`config.mk`:
```
export PLATFORM = sky130hd
export DESIGN_NAME = matrix_dispatcher
export DESIGN_NICKNAME = d
export VERILOG_FILES = /design/src/rtl/matrix_dispatcher.sv
export SDC_FILE = /design/constraint.sdc
export NUM_CORES = 2
export LEC_CHECK = 0
export CORE_ASPECT_RATIO = 1.75
export CORE_MARGIN = 4
export CORE_UTILIZATION = 32
export CTS_BUF_LIST = sky130_fd_sc_hd__clkbuf_2
export DETAILED_ROUTE_END_ITERATION = 10
export GPL_TIMING_DRIVEN = 0
export PLACE_DENSITY = 0.46
export SLEW_MARGIN = 20
export SYNTH_ARGS = -nofsm -noshare
export SYNTH_HDL_FRONTEND = slang
export SYNTH_SLANG_ARGS = --single-unit
```
`constraint.sdc`:
```
create_clock -name clk -period 5.1 [get_ports clk]
set_input_delay 0.51 -clock clk [delete_from_list [all_inputs] [get_ports clk]]
set_output_delay 0.51 -clock clk [all_outputs]
set_load 0.03 [all_outputs]
```
`src/rtl/matrix_dispatcher.sv`:
```
// Sequencer for the inner-product engine: holds host-loaded A/B, presents row i of A
// and column j of B for every (i,j) in row-major order, and stores each result in C.
module matrix_dispatcher #(
    parameter int unsigned N  = 4,
    parameter int unsigned AW = 4
) (
    input  logic            clk,
    input  logic            rst,
    input  logic            wr_en,
    input  logic            wr_sel,
    input  logic [AW-1:0]   wr_addr,
    input  logic [31:0]     wr_data,
    input  logic            start,
    output logic            busy,
    output logic            done,
    input  logic [AW-1:0]   rd_addr,
    output logic [31:0]     rd_data,
    output logic [32*N-1:0] row,
    output logic [32*N-1:0] column,
    output logic            row_o_stb,
    output logic            column_o_stb,
    input  logic            row_o_ack,
    input  logic            column_o_ack,
    input  logic [31:0]     res,
    input  logic            res_i_stb,
    output logic            res_i_ack
);
    localparam int unsigned LW = AW / 2;

    typedef enum logic [2:0] {
        IDLE,
        DISPATCH,
        WAIT_RES,
        ADVANCE,
        DONE
    } state_t;

    state_t        state_q, state_d;
    logic [LW-1:0] i_q, i_d, j_q, j_d;
    logic          row_seen_q, row_seen_d;
    logic          col_seen_q, col_seen_d;
    logic          res_got_q, res_got_d;
    logic [31:0]   a_q [N*N];
    logic [31:0]   b_q [N*N];
    logic [31:0]   c_q [N*N];
    logic [31:0]   rd_data_q;
    logic [AW-1:0] c_idx;
    logic          c_we;
    logic          acks_done;
    logic          last_pair;

    assign c_idx     = {i_q, j_q};
    assign last_pair = &c_idx;
    assign acks_done = (row_seen_q | row_o_ack) & (col_seen_q | column_o_ack);
    assign busy      = (state_q != IDLE);
    assign done      = (state_q == DONE);
    assign rd_data   = rd_data_q;

    always_comb begin
        state_d      = state_q;
        i_d          = i_q;
        j_d          = j_q;
        row_seen_d   = row_seen_q;
        col_seen_d   = col_seen_q;
        res_got_d    = res_got_q;
        row_o_stb    = 1'b0;
        column_o_stb = 1'b0;
        res_i_ack    = 1'b0;
        c_we         = 1'b0;
        unique case (state_q)
            IDLE: begin
                if (start) begin
                    state_d    = DISPATCH;
                    i_d        = '0;
                    j_d        = '0;
                    row_seen_d = 1'b0;
                    col_seen_d = 1'b0;
                    res_got_d  = 1'b0;
                end
            end
            DISPATCH: begin
                row_o_stb    = 1'b1;
                column_o_stb = 1'b1;
                res_i_ack    = !res_got_q;
                row_seen_d   = row_seen_q | row_o_ack;
                col_seen_d   = col_seen_q | column_o_ack;
                // An early result is stored once; acks still gate leaving the dispatch.
                if (res_i_stb && !res_got_q) begin
                    c_we      = 1'b1;
                    res_got_d = 1'b1;
                end
                if (acks_done) begin
                    state_d = (res_got_q || res_i_stb) ? ADVANCE : WAIT_RES;
                end
            end
            WAIT_RES: begin
                res_i_ack = 1'b1;
                if (res_i_stb) begin
                    c_we    = 1'b1;
                    state_d = ADVANCE;
                end
            end
            ADVANCE: begin
                row_seen_d = 1'b0;
                col_seen_d = 1'b0;
                res_got_d  = 1'b0;
                // N is a power of two, so incrementing {i,j} steps j and carries into i.
                {i_d, j_d} = c_idx + 1'b1;
                state_d    = last_pair ? DONE : DISPATCH;
            end
            DONE: begin
                state_d = IDLE;
            end
            default: begin
                state_d = IDLE;
            end
        endcase
    end

    always_ff @(posedge clk) begin
        if (rst) begin
            state_q    <= IDLE;
            i_q        <= '0;
            j_q        <= '0;
            row_seen_q <= 1'b0;
            col_seen_q <= 1'b0;
            res_got_q  <= 1'b0;
        end else begin
            state_q    <= state_d;
            i_q        <= i_d;
            j_q        <= j_d;
            row_seen_q <= row_seen_d;
            col_seen_q <= col_seen_d;
            res_got_q  <= res_got_d;
        end
    end

    always_ff @(posedge clk) begin
        if (rst) begin
            for (int unsigned k = 0; k < N*N; k++) begin
                a_q[k] <= '0;
                b_q[k] <= '0;
                c_q[k] <= '0;
            end
            rd_data_q <= '0;
        end else begin
            if (state_q == IDLE && wr_en) begin
                if (wr_sel) begin
                    b_q[wr_addr] <= wr_data;
                end else begin
                    a_q[wr_addr] <= wr_data;
                end
            end
            if (c_we) begin
                c_q[c_idx] <= res;
            end
            rd_data_q <= c_q[rd_addr];
        end
    end

    always_comb begin
        for (int unsigned k = 0; k < N; k++) begin
            row[32*k +: 32]    = a_q[{i_q, LW'(k)}];
            column[32*k +: 32] = b_q[{LW'(k), j_q}];
        end
    end

endmodule

```
==> results.toml <==
[routing]
wl_met3_um = 19600
drt_first_pass_iters = 7
drt_wl_total_um = 259000
via_count = 42729
ant_nets = 0
drtIter0Drc = 2995
via_per_inst = 5.03
wl_met1_um = 86000
drc = 0
routedWlPerCell_um = 30.4
dr_wl_met2_um = 141000
highest_layer = "met5"

[cts]
cts_sinks = 1582
clk_latency_ns = 1.69
cts_root_buf = "clkbuf_2"
numCtsBuffers = 387
htree_levels = 5
path_clk_slew_ns = 0.11
clockBufferDepth = 4
cts_tree = "done"

[sta]
tns_ns = 0
max_freq_mhz = 209
finClkSkew_ns = 0.136
hold_ws_ns = 0.204
relSlewSlack_pct = 17.8
fin_crit_sh_pct = 93.9
setup_viol = 0
finalCriticalPeriod_ns = 4.79
fin_ws_ns = 0.312
rsz0062_at_grt = "no"
slew_viol_final = 0
hold_violations = 0
worst_pin_slew_ns = 1.23

[logic_synthesis]
syn_avg_cell_area_um2 = 15.5
yosysSeqAreaShare_pct = 67.7
ys_types = 43
synthFlopType = "edfxtp_1"
yosysTopAreaCellShare_pct = 66.4
yosys_register_bits = 1582
yosysWarnings = 0
synth_edf_count = 1536
syn_area_mm2 = 0.0695
ys_async_sr_fraction_pct = 0
yosysTopAreaCell = "edfxtp_1"
yosysMostFrequentCell = "edfxtp_1"
synth.top_cells.by_area = "edfxtp_1, and2_1, mux4_2, and3_1, mux2i_1"
synth_commonest_cells = "edfxtp_1, and2_1, and3_1, clkbuf_1"
synth_fp_nets = 4576
synthCells = 4492

[worst_hold_path]
hold_path_class = "primary input to flip-flop"

[floorplan]
fp.dieW_um = 360
dieArea_mm2 = 0.225
core-area_mm2 = 0.216
ios = 373
rows = 226
fp.dieH_um = 624
start_util_pct = 32.1

[grt]
grt_use_total_pct = 22.4
grt_pass1_wl_um = 354000
grt_antenna_before_repair = 18
grt_overflow = 0
grt_pass1_vias = 45754
grt_max_degree = 33

[final_layout]
syn2layout_area_growth_pct = 17.5
num-nets-final = 5442
final_area_mm2 = 0.0816
drive_above_1_share_pct = 18.8

[power]
p_int_mw = 18.5
leakagePower_nw = 31.6
p_sw_mw = 7.05
p_sw_share_pct = 27.6
vdd_drop_max_uv = 160
total_power_mw = 25.6
power_density_mw_per_mm2 = 313
combinationalPowerShare_pct = 8.6
seqPwrFrac_pct = 57.9
clock_power_share_pct = 33.6

[worst_setup_path]
crit_required_ns = 4.59
cp.arrival_ns = 4.28
startpoint_type = "flip-flop"
cp-end-kind = "output pin"
path_class = "flip-flop to output pin"
worstPathMaxFanout = 10

[place]
dp_slack_ns = 0.424
dp_hpwl_um = 188000
io_buffer_count = 369
postPlaceCellArea_mm2 = 0.0772
gp_congestion = 0.881

[outcome]
outcome = "finished, final reports clean"

[run]
drv_cap = 0
-- cell families (layout without fill, tap and decap cells) --
logic type	after synthesis	count (layout)	share of synthesized area [%]
simple gates	1752	1752	15.5
flops	1582	1582	67.7
mux	512	512	12.0
buf+inv	480	1613	2.94
compound gates	162	162	1.73
fa+ha+maj	4	4	0.0721
other cells	0	26	0
-- area by class of cell --
class,count,area (um2)
clock buffer,575,2880
fill,20919,135000
clock inverter,81,435
antenna,26,65.1
sequential,1582,47000
buffer,474,2200
inverter,6,22.5
multi-input combinational,2430,20500
timing repair buffer,477,4890
tap,2850,3570
-- layout by cell type (no fill, tap or decap), types with 25 or more instances in the layout --
master / Yosys / routed
a22oi_1: 128 / 128
and2_1: 1025 / 1025
and3_1: 514 / 514
buf_2: 22 / 42
buf_6: 26 / 29
clkbuf_1: 369 / 353
clkbuf_2: 2 / 593
clkdlybuf4s50_1: 0 / 369
clkinv_1: 0 / 62
dfxtp_1: 46 / 46
diode_2: 0 / 26
dlygate4sd3_1: 0 / 86
edfxtp_1: 1536 / 1536
mux2i_1: 256 / 256
mux4_2: 256 / 256
nand2_1: 37 / 37
nand3_1: 67 / 67
nor2_1: 29 / 25
-- flip-flops by register name, summed over array words and instances, names as in the netlist, named ones only --
register,flops
i_q,2
j_q,2
col_seen_q,1
c_q,512
row_seen_q,1
b_q,512
state_q,3
rd_data,32
a_q,512
res_got_q,1
-- worst paths after layout --
kind / start / cells past startpoint / slack [ns] / end
worst max-delay path: flip-flop / 4 / 0.31 / row[89]
worst min-delay path: wr_en / 5 / 0.20 / a_q[5][0]
worst max register to register: state_q[2] / 6 / 0.98 / b_q[11][9]
worst min register to register: res_got_q / 2 / 0.53 / res_got_q
-- metrics by stage --
step | std cells | utilization [%]
after floorplan | 4492 | -
after global placement | 7711 | 35.5
after detailed placement | 7731 | 35.7
after CTS | 8473 | 37.7
after global routing | 8486 | 37.7
final | 8501 | 37.7
-- layer usage --
layer,up-vias,GRT usage (%)
li1,18741,-
met1,21769,22.2
met2,1654,42.8
met3,557,6.63
met4,8,9.85
met5,-,0
-- power by group through the flow --
stage | clock network (mW) | logic (mW) | registers [mW]
after global routing | 9.42 | 2.29 | 14.9
after detailed placement | 0 | 2.16 | 15.1
after global placement | 0 | 2.11 | 15.1
after floorplan | 0 | 0.994 | 15.1
final | 8.58 | 2.19 | 14.8
after CTS | 8.81 | 2.22 | 14.8
-- timing repair --
| item | CTS | global route |
|---|---|---|
| hold buffers | 86 | 0 |
| resized for setup | 46 | 0 |
| hold endpoints to repair | 1092 | 0 |
| setup buffers | 0 | 0 |
| endpoints found under the setup margin | 240 | 0 |
-- critical path: stages, from the launching register on --
cell and delay, ns:
dfxtp_1 0.36, buf_2 0.47, clkdlybuf4s15_2 0.61, mux4_2 0.62, clkdlybuf4s50_1 0.63
Note: power is estimated with default switching activity, not from simulation.
